**src/rtl/multicycle_control.sv**
```systemverilog
// Main control FSM for the multicycle RISC-V datapath (fetch/decode/execute/memory/write-back).
// Define MC_IMM_ALU_EN to add the EXEC_I state for I-type ALU instructions (opcode 0010011).
module multicycle_control #(
   parameter int OPCODE_W = 7
) (
   input  logic                clk,
   input  logic                rst_n,
   input  logic [OPCODE_W-1:0] opcode,
   input  logic                mem_ready,
   output logic                pc_write,
   output logic                pc_write_cond,
   output logic                pc_source,
   output logic                i_or_d,
   output logic                mem_read,
   output logic                mem_write,
   output logic                ir_write,
   output logic                reg_write,
   output logic                mem_to_reg,
   output logic                alu_src_a,
   output logic [1:0]          alu_src_b,
   output logic [1:0]          alu_op,
   output logic [3:0]          state,
   output logic                retire,
   output logic                illegal_op
);

   typedef enum logic [3:0] {
      FETCH  = 4'd0,
      DECODE = 4'd1,
      MEMADR = 4'd2,
      MEMRD  = 4'd3,
      MEMWB  = 4'd4,
      MEMWR  = 4'd5,
      EXEC_R = 4'd6,
      ALUWB  = 4'd7,
      BRANCH = 4'd8,
      EXEC_I = 4'd9
   } state_t;

   localparam logic [OPCODE_W-1:0] OP_LOAD   = OPCODE_W'(7'b0000011);
   localparam logic [OPCODE_W-1:0] OP_STORE  = OPCODE_W'(7'b0100011);
   localparam logic [OPCODE_W-1:0] OP_RTYPE  = OPCODE_W'(7'b0110011);
   localparam logic [OPCODE_W-1:0] OP_BRANCH = OPCODE_W'(7'b1100011);
`ifdef MC_IMM_ALU_EN
   localparam logic [OPCODE_W-1:0] OP_IMM    = OPCODE_W'(7'b0010011);
`endif

   state_t state_reg;
   state_t state_next;

   always_ff @(posedge clk) begin
      if (!rst_n) begin
         state_reg <= FETCH;
      end else begin
         state_reg <= state_next;
      end
   end

   always_comb begin
      state_next    = state_reg;
      pc_write      = 1'b0;
      pc_write_cond = 1'b0;
      pc_source     = 1'b0;
      i_or_d        = 1'b0;
      mem_read      = 1'b0;
      mem_write     = 1'b0;
      ir_write      = 1'b0;
      reg_write     = 1'b0;
      mem_to_reg    = 1'b0;
      alu_src_a     = 1'b0;
      alu_src_b     = 2'b00;
      alu_op        = 2'b00;
      state         = 4'd0;
      retire        = 1'b0;
      illegal_op    = 1'b0;

      // Everything stays quiet while reset is asserted, so no memory strobe escapes.
      if (rst_n) begin
         state = state_reg;
         case (state_reg)
            FETCH: begin
               mem_read  = 1'b1;
               alu_src_b = 2'b01;
               if (mem_ready) begin
                  ir_write   = 1'b1;
                  pc_write   = 1'b1;
                  state_next = DECODE;
               end
            end
            DECODE: begin
               alu_src_b = 2'b10;
               case (opcode)
                  OP_LOAD, OP_STORE: state_next = MEMADR;
                  OP_RTYPE:          state_next = EXEC_R;
                  OP_BRANCH:         state_next = BRANCH;
`ifdef MC_IMM_ALU_EN
                  OP_IMM:            state_next = EXEC_I;
`endif
                  default: begin
                     state_next = FETCH;
                     illegal_op = 1'b1;
                  end
               endcase
            end
            MEMADR: begin
               alu_src_a  = 1'b1;
               alu_src_b  = 2'b10;
               state_next = opcode[5] ? MEMWR : MEMRD;
            end
            MEMRD: begin
               mem_read = 1'b1;
               i_or_d   = 1'b1;
               if (mem_ready) state_next = MEMWB;
            end
            MEMWB: begin
               reg_write  = 1'b1;
               mem_to_reg = 1'b1;
               retire     = 1'b1;
               state_next = FETCH;
            end
            MEMWR: begin
               mem_write = 1'b1;
               i_or_d    = 1'b1;
               if (mem_ready) begin
                  retire     = 1'b1;
                  state_next = FETCH;
               end
            end
            EXEC_R: begin
               alu_src_a  = 1'b1;
               alu_op     = 2'b10;
               state_next = ALUWB;
            end
`ifdef MC_IMM_ALU_EN
            EXEC_I: begin
               alu_src_a  = 1'b1;
               alu_src_b  = 2'b10;
               alu_op     = 2'b10;
               state_next = ALUWB;
            end
`endif
            ALUWB: begin
               reg_write  = 1'b1;
               retire     = 1'b1;
               state_next = FETCH;
            end
            BRANCH: begin
               alu_src_a     = 1'b1;
               alu_op        = 2'b01;
               pc_write_cond = 1'b1;
               pc_source     = 1'b1;
               retire        = 1'b1;
               state_next    = FETCH;
            end
            default: begin
               // Unreachable encodings recover to FETCH with every strobe low.
               state      = 4'd0;
               state_next = FETCH;
            end
         endcase
      end
   end

endmodule

```
**config.mk**
```make
export PLATFORM = sky130hd
export DESIGN_NAME = multicycle_control
export DESIGN_NICKNAME = d
export VERILOG_FILES = /design/src/rtl/multicycle_control.sv
export SDC_FILE = /design/constraint.sdc
export NUM_CORES = 1
export LEC_CHECK = 0
export ABC_CLOCK_PERIOD_IN_PS = 1710
export BUFFER_PORTS_ARGS = -buffer_cell sky130_fd_sc_hd__buf_2
export CORE_AREA = 2 2 39 41
export DETAILED_ROUTE_END_ITERATION = 12
export DIE_AREA = 0 0 41 43
export PLACE_DENSITY_LB_ADDON = 0.12
export RECOVER_POWER = 50
export SYNTH_ARGS = -nofsm -noshare
export SYNTH_HDL_FRONTEND = slang
export SYNTH_SLANG_ARGS = --single-unit
```
**constraint.sdc**
```tcl
create_clock -name clk -period 1.71 [get_ports clk]
set_clock_uncertainty 0.2 [all_clocks]
set_input_delay 0.171 -clock clk [delete_from_list [all_inputs] [get_ports clk]]
set_output_delay 0.171 -clock clk [all_outputs]
set_load 0.02 [all_outputs]
```
Word level (Yosys, flattened, before mapping):

Index checks and enable logic that the tools add are counted.

* equal/unequal tests: 15
* multiplexer cells: 34
* reduce and logical (&&, ||, !) cells: 11

Operators by type and width (count)
* case mux 4 bit (6 select lines): 1
* two-way mux 1 bit: 21
* two-way mux 4 bit: 5
* equality test 4 x 3 -> 1 bit (second input constant): 4
* equality test 7 x 6 -> 1 bit (second input constant): 2
* case mux 4 bit (3 select lines): 1
* OR reduction 2 bit: 5
* OR reduction 9 bit: 1
* equality test 4 x 2 -> 1 bit (second input constant): 2
* case mux 2 bit (2 select lines): 2
* equality test 7 x 2 -> 1 bit (second input constant): 1
* equality test 7 bit (second input constant): 1
* != test 2 bit (second input constant): 3
* OR reduction 3 bit: 2
* equality test 4 x 1 -> 1 bit (second input constant): 1
* equality test 4 bit (second input constant): 1
* zero test 4 bit: 1
* two-way mux 2 bit: 2
* OR reduction 4 bit: 1
* two-way mux 3 bit: 1
* AND reduction 3 bit: 1
* case mux 1 bit (2 select lines): 1

* register bits: 4
* input port bits: 10
* output and inout bits: 20

Logic depth before layout (Yosys ltp):

Gate-level depths: netlist (run 1).

* depth after elaboration: 5
* mapped depth: 6
* mapped depth without buffers: 4

Worst setup path before layout (run 1):

OpenSTA, ideal clock, no wires.

* path type: register to output
* start point: register state_reg[3]
* end point: output port i_or_d
* arrival: 1.528 ns
* data required time: 1.339 ns
* slack: -0.189 ns
* stages on the path, launching flop included: 5
* buffers on the path: 1
* path through: dfxtp_1 > buf_6 > nand2b_1 > nor2_1 > a21boi_0

* word-level cells in the longest chain between the ends: 4

Ends and longest elaborated chain
* from (decl): line 48 `state_t state_reg;`
* from (signal assigned): line 55 `state_reg <= state_next;`
* equality test 4 x 3 -> 1 bit / equality test 4 x 2 -> 1 bit (equally long branches): line 80 `case (state_reg)`
* OR reduction 2 bit (no source line) (*)
* two-way mux 1 bit (*): line 80
* two-way mux 1 bit (*): line 78 `if (rst_n) begin`
* to (decl): line 13 `output logic i_or_d,`

Mark *: on every way between the ends. The rest lies on a longest branch, timed or not.

Worst setup path after layout (run 1):

* start point: register state_reg[2]
* end point: output port ir_write

* word-level cells in the longest chain between the ends: 3

Ends and longest elaborated chain
* zero test 4 bit: line 80
* two-way mux 1 bit: line 80
* two-way mux 1 bit: line 78
* to (decl): line 16 `output logic ir_write,`

Every way passes these cells.

==> impl_metrics.py, run 1 <==
metrics = {
    "sta": {
        "hold_violations": 0,
        "setup_slack_ns": 0.0742,
        "worst_pin_slew_ns": 0.469,
        "setup_viol": 0,
        "drv_slew": 0,
        "max_freq_mhz": 611,
        "fin_crit_sh": 0.957,
        "fin_crit_ns": 1.64,
        "relSlewSlack": 0.685,
    },
    "detailed_routing": {
        "drtIter0Drc": 6,
        "drc": 0,
        "postRouteAntennaNets": 0,
        "totalWireLength_um": 1430,
        "dr.pass1.iters": 4,
        "vias_per_cell": 5.03,
        "wire_per_inst_um": 11.4,
        "num_vias": 629,
    },
    "setup_path": {
        "cp_max_fo": 7,
        "critPathArrivalTime_ns": 1.26,
        "crit_path_end_kind": "output port",
        "r2r_slack_ns": 0.21,
        "r2r_end": "state_reg[1]$_SDFFE_PN0P_",
        "cp-start-kind": "flip-flop",
        "worstRegToRegCells": 4,
        "r2r_start": "state_reg[2]$_SDFFE_PN0P_",
        "critical_path_required_ns": 1.34,
        "critPathKind": "reg -> out",
    },
    "clocking": {
        "cts_buffers": 3,
        "clk_pin_slew_ns": 0.04,
        "clock_path_buffers": 2,
        "clk_latency_ns": 0.24,
        "hold_buffers": 0,
        "numClockSinks": 4,
        "cts_tree": "done",
        "ctsRootBufferMaster": "clkbuf_4",
        "htree_num_levels": 1,
    },
    "grt": {
        "grt_pass1_vias": 486,
        "grt_use_total": 0.192,
        "grt_pass1_wl_um": 2280,
        "grt_max_degree": 13,
        "antenna_found_initial": 0,
        "overflow": 0,
    },
    "place": {
        "place_area_um2": 664,
        "place_ws_ns": 0.0838,
        "portBuffers": 29,
        "dp_hpwl_um": 1080,
        "gp_congestion": 0.831,
    },
    "floorplanning": {
        "rows": 14,
        "core-area_mm2": 0.00138,
        "die_w_um": 41,
        "dieHeight_um": 43,
        "ios": 30,
        "die_area_mm2": 0.00176,
        "initial_core_util": 0.345,
    },
    "logic_synthesis": {
        "synthTopCellsByArea": "dfxtp_1, nor3_1, nor2_1",
        "syn_nets": 86,
        "ys.flop_type": "dfxtp_1",
        "syn-cell-area_um2": 478,
        "synthArstFlopShare": 0,
        "synth_largest_area_cell": "dfxtp_1",
        "yosysMostFrequentCell": "nor2_1",
        "yosys_warnings": 0,
        "ys_types": 25,
        "synth-edff-count": 0,
        "synth_common_cells": "nor2_1, nor3_1, nand2_1, nand2b_1, a21oi_1",
        "ys_seq_area_frac": 0.168,
        "syn_inst": 76,
        "syn_area_per_cell_um2": 6.29,
        "yosysTopAreaCellShare": 0.168,
        "ys_seq_elements": 4,
    },
    "finish": {
        "layout-drive-gt1-share": 0.486,
        "nNetsFinal": 121,
        "largest_reg_flops": 4,
        "diodes": 0,
        "final_area_um2": 747,
        "syn2layout_area_growth_pct": 56.3,
        "fin_util": 0.540,
    },
    "flow_run": {
        "maxCapViolations": 0,
    },
    "pwr": {
        "power_leakage_nw": 0.355,
        "p_per_area_mw_per_mm2": 402,
        "ir_worst_vdd_mv": 0.317,
    },
    "min_path": {
        "worstHoldStart": "opcode[6]",
        "min_path_type": "in -> reg",
        "min_path_cells": 3,
        "whs_endpoint": "state_reg[3]$_SDFFE_PN0P_",
    },
    "run_status": {
        "status": "finished clean",
    },
}
-- cell type report --
class / count / area, µm²
Inverter: 4 / 15.0
Clock buffer: 3 / 22.5
Timing Repair Buffer: 37 / 209
Fill cell: 149 / 637
Multi-Input combinational cell: 61 / 388
Tap cell: 16 / 20.0
Sequential cell: 4 / 92.6
-- layout by cell type (no fill, tap or decap), drive strengths merged --
| master | instances |
|---|---|
| a211oi | 1 |
| nand2b | 7 |
| a21boi | 1 |
| and3 | 1 |
| o21ai | 4 |
| clkbuf | 8 |
| nor3b | 1 |
| xor2 | 1 |
| and2 | 1 |
| a41oi | 2 |
| nor4 | 1 |
| inv | 4 |
| nor3 | 10 |
| buf | 32 |
| nand3b | 1 |
| a21oi | 5 |
| nor2 | 12 |
| dfxtp | 4 |
| nand2 | 7 |
| nand3 | 4 |
| nand4b | 1 |
| a2111oi | 1 |
-- cell families (layout without fill, tap and decap cells) --
kind of cell,Yosys count,in the layout,share of synthesized area
AND/OR/NAND/NOR,46,46,0.500
XOR/XNOR,1,1,0.0183
AO/OA/AOI/OAI,14,14,0.181
flip-flops,4,4,0.168
buffers and inverters,11,44,0.133
-- worst max-delay path by stage --
| stage | startpoint | endpoint | slack, ns |
|---|---|---|---|
| detailed placement | state_reg[0]$_SDFFE_PN0P_ | i_or_d | 0.08 |
| floorplan | state_reg[1]$_SDFFE_PN0P_ | pc_write | 0.0005 |
| finish | state_reg[2]$_SDFFE_PN0P_ | ir_write | 0.07 |
| global placement | state_reg[0]$_SDFFE_PN0P_ | i_or_d | 0.10 |
| global route | state_reg[2]$_SDFFE_PN0P_ | ir_write | -0.007 |
| CTS | state_reg[1]$_SDFFE_PN0P_ | ir_write | -0.02 |
-- power by group --
group	total, mW	switching [mW]	internal (mW)
Clock	0.118	0.0393	0.0785
Combinational	0.0847	0.0486	0.0361
Sequential	0.0974	0.00546	0.0919
-- metal layers --
layer  track usage  part of all wire  vias up
met1         0.277              0.46      275
met4        0.0800             0.012        0
li1              -                 -      329
met5             0                 0        -
met3        0.0524             0.057        2
met2         0.259              0.47       23
-- stage by stage --
step | cells | power (mW) | TNS, ns | hold WS, ns
after floorplan | 76 | 0.149 | 0 | 0.119
after global placement | 121 | 0.182 | 0 | 0.271
after detailed placement | 121 | 0.184 | 0 | 0.273
after CTS | 124 | 0.304 | -0.0332 | 0.0189
after global routing | 125 | 0.325 | -0.0120 | 0.00556
final | 125 | 0.300 | 0 | 0.0118
-- critical path, stage by stage (launching register included) --
cell and delay [ns]:
dfxtp_2 0.36, nor2_4 0.14, nand2_4 0.09, nor3_4 0.14
and2_4 0.17, buf_4 0.13
-- timing repair --
action	4_1_cts	5_1_grt
pin swaps	1	2
setup endpoints to repair	14	11
gates resized for setup	6	14
setup buffers	0	1
Power figures use the tool's default switching activity.
==> run 2, diff against run 1 <==
--- a/config.mk
+++ b/config.mk
@@ -6,10 +6,10 @@
 export NUM_CORES = 1
 export LEC_CHECK = 0
 export ABC_CLOCK_PERIOD_IN_PS = 1710
-export BUFFER_PORTS_ARGS = -buffer_cell sky130_fd_sc_hd__buf_2
 export CORE_AREA = 2 2 39 41
 export DETAILED_ROUTE_END_ITERATION = 12
 export DIE_AREA = 0 0 41 43
+export DONT_BUFFER_PORTS = 1
 export PLACE_DENSITY_LB_ADDON = 0.12
 export RECOVER_POWER = 50
 export SYNTH_ARGS = -nofsm -noshare
==> run 2 against run 1 <==
  * Core utilization up 5.9 points
  * Sequential power about the same
  * Final area up 11%
  * Global-route usage up 2.3 points
  * Critical path depth down 1
  * Count of clock-buffer cells in the layout unchanged
  * Routed wire length up 23%
  * Worst hold slack worse by 0.0038 ns
  * Final cell count down 4.0%
  * Maximum frequency down 3.0%
  * Critical path type is now reg -> reg
  * Largest power group unchanged
  * Highest routed layer unchanged
==> impl_metrics.py, run 2 (synthesized netlist as in run 1, its figures left out) <==
metrics = {
    "run_status": {
        "status": "finished clean",
    },
    "sta": {
        "drv_slew": 0,
        "hold_violations": 0,
        "setup_viol": 0,
        "fin_crit_sh": 0.987,
        "setup_tns_ns": 0,
        "rsz0062_at_grt": "yes",
        "relSlewSlack": 0.619,
        "worst_pin_slew_ns": 0.557,
        "fin_crit_ns": 1.69,
        "max_freq_mhz": 593,
        "setup_slack_ns": 0.0228,
    },
    "place": {
        "place_ws_ns": 0.139,
        "dp_cells": 105,
        "dp_hpwl_um": 1100,
        "portBuffers": 0,
        "gp_congestion": 0.903,
    },
    "clocking": {
        "clk_pin_slew_ns": 0.04,
        "clock_path_buffers": 2,
        "cts_tree": "done",
        "ctsRootBufferMaster": "clkbuf_4",
        "htree_num_levels": 1,
        "numClockSinks": 4,
        "clk_latency_ns": 0.24,
        "cts_buffers": 3,
    },
    "detailed_routing": {
        "vias_per_cell": 5.66,
        "postRouteAntennaNets": 0,
        "wire_per_inst_um": 14.7,
        "dr.pass1.iters": 4,
        "drc": 0,
        "num_vias": 679,
        "drtIter0Drc": 17,
        "totalWireLength_um": 1760,
    },
    "pwr": {
        "power_leakage_nw": 0.349,
        "design_power_total_mw": 0.318,
        "ir_worst_vdd_mv": 0.498,
        "p_per_area_mw_per_mm2": 384,
    },
    "floorplanning": {
        "rows": 14,
        "dieHeight_um": 43,
        "ios": 30,
        "core-area_mm2": 0.00138,
        "die_area_mm2": 0.00176,
        "die_w_um": 41,
        "initial_core_util": 0.345,
    },
    "setup_path": {
        "path_cells": "nor2_4 -> nand2_4 -> dlygate4sd3_1 -> nor3_2",
        "r2r_slack_ns": 0.02,
        "cp-start-kind": "flip-flop",
        "startpoint": "state_reg[1]$_SDFFE_PN0P_",
        "critPathKind": "reg -> reg",
        "critical_path_required_ns": 1.68,
        "worstRegToRegCells": 4,
        "slowest_delay_ns": 0.60,
        "r2r_start": "state_reg[1]$_SDFFE_PN0P_",
        "critPathArrivalTime_ns": 1.65,
        "slowest_stage": "dlygate4sd3_1",
        "critical-path-top-delay-family": "buffers and inverters",
        "r2r_end": "state_reg[3]$_SDFFE_PN0P_",
        "crit_buf_inv": 1,
        "crit_path_end_kind": "flip-flop",
        "cp_max_fo": 9,
    },
    "min_path": {
        "worstHoldStart": "mem_ready",
        "min_path_type": "in -> reg",
        "min_path_cells": 4,
        "whs_endpoint": "state_reg[0]$_SDFFE_PN0P_",
    },
    "grt": {
        "grt_pass1_vias": 605,
        "grt_pass1_wl_um": 2590,
        "antenna_found_initial": 0,
        "grt_max_degree": 11,
        "grt_use_total": 0.215,
        "overflow": 0,
    },
    "finish": {
        "layout_commonest_cell": "buf_4",
        "final_cell_mix": "buf_4, dlygate4sd3_1, nor2_1",
        "syn2layout_area_growth_pct": 73.3,
        "largest_reg_flops": 4,
        "layout-drive-gt1-share": 0.442,
        "final_cells": 120,
        "diodes": 0,
        "nNetsFinal": 116,
    },
    "flow_run": {
        "maxCapViolations": 0,
    },
}
## run 2: area by class of cell
cell class | instances | area (µm²)
clock buffers | 3 | 22.5
fillers | 145 | 556
inverters | 4 | 15.0
multi-input cells | 61 | 417
flip-flops and latches | 4 | 90.1
well taps | 16 | 20.0
repair buffers | 32 | 264
## run 2: repair_timing
action,4_1_cts,5_1_grt
setup buffers,0,3
endpoints found under the setup margin,13,13
resized for setup,9,11
hold endpoints to repair,4,0
pin swaps,2,0
hold buffers,9,0
## run 2: worst register-to-register path, cell delays in order (launching register included)
cell           delay, ns
dfxtp_4             0.38
nor2_4              0.16
nand2_4             0.10
dlygate4sd3_1       0.60
nor3_2              0.17
## run 2: layer usage
layer	GRT usage	part of all wire	routed length [µm]
met5	0	0	0
met2	0.366	0.53	926
met1	0.244	0.35	616
met4	0.0533	0.026	45
met3	0.0681	0.099	174
## run 2: where the power goes
group	total [mW]	leakage [nW]	internal, mW	switching (mW)
Clock	0.124	0.0138	0.0789	0.0447
Combinational	0.0967	0.300	0.0469	0.0498
Sequential	0.0973	0.0349	0.0934	0.00397
## run 2: per-stage QoR
stage	instance area, µm²	hold slack (ns)	utilization
2_1_floorplan	495	0.119	-
3_3_place_gp	617	0.133	0.446
3_5_place_dp	617	0.132	0.446
4_1_cts	766	0.0123	0.553
5_1_grt	828	0.0571	0.599
6_report	828	0.00794	0.599
## run 2: worst max-delay path by stage
stage | to | slack (ns) | depth (start not counted)
6_report | state_reg[3]$_SDFFE_PN0P_ | 0.02 | 4
5_1_grt | alu_src_a | -0.02 | 5
4_1_cts | retire | 0.0007 | 5
3_5_place_dp | i_or_d | 0.14 | 4
3_3_place_gp | i_or_d | 0.12 | 4
2_1_floorplan | pc_write | 0.0005 | 6
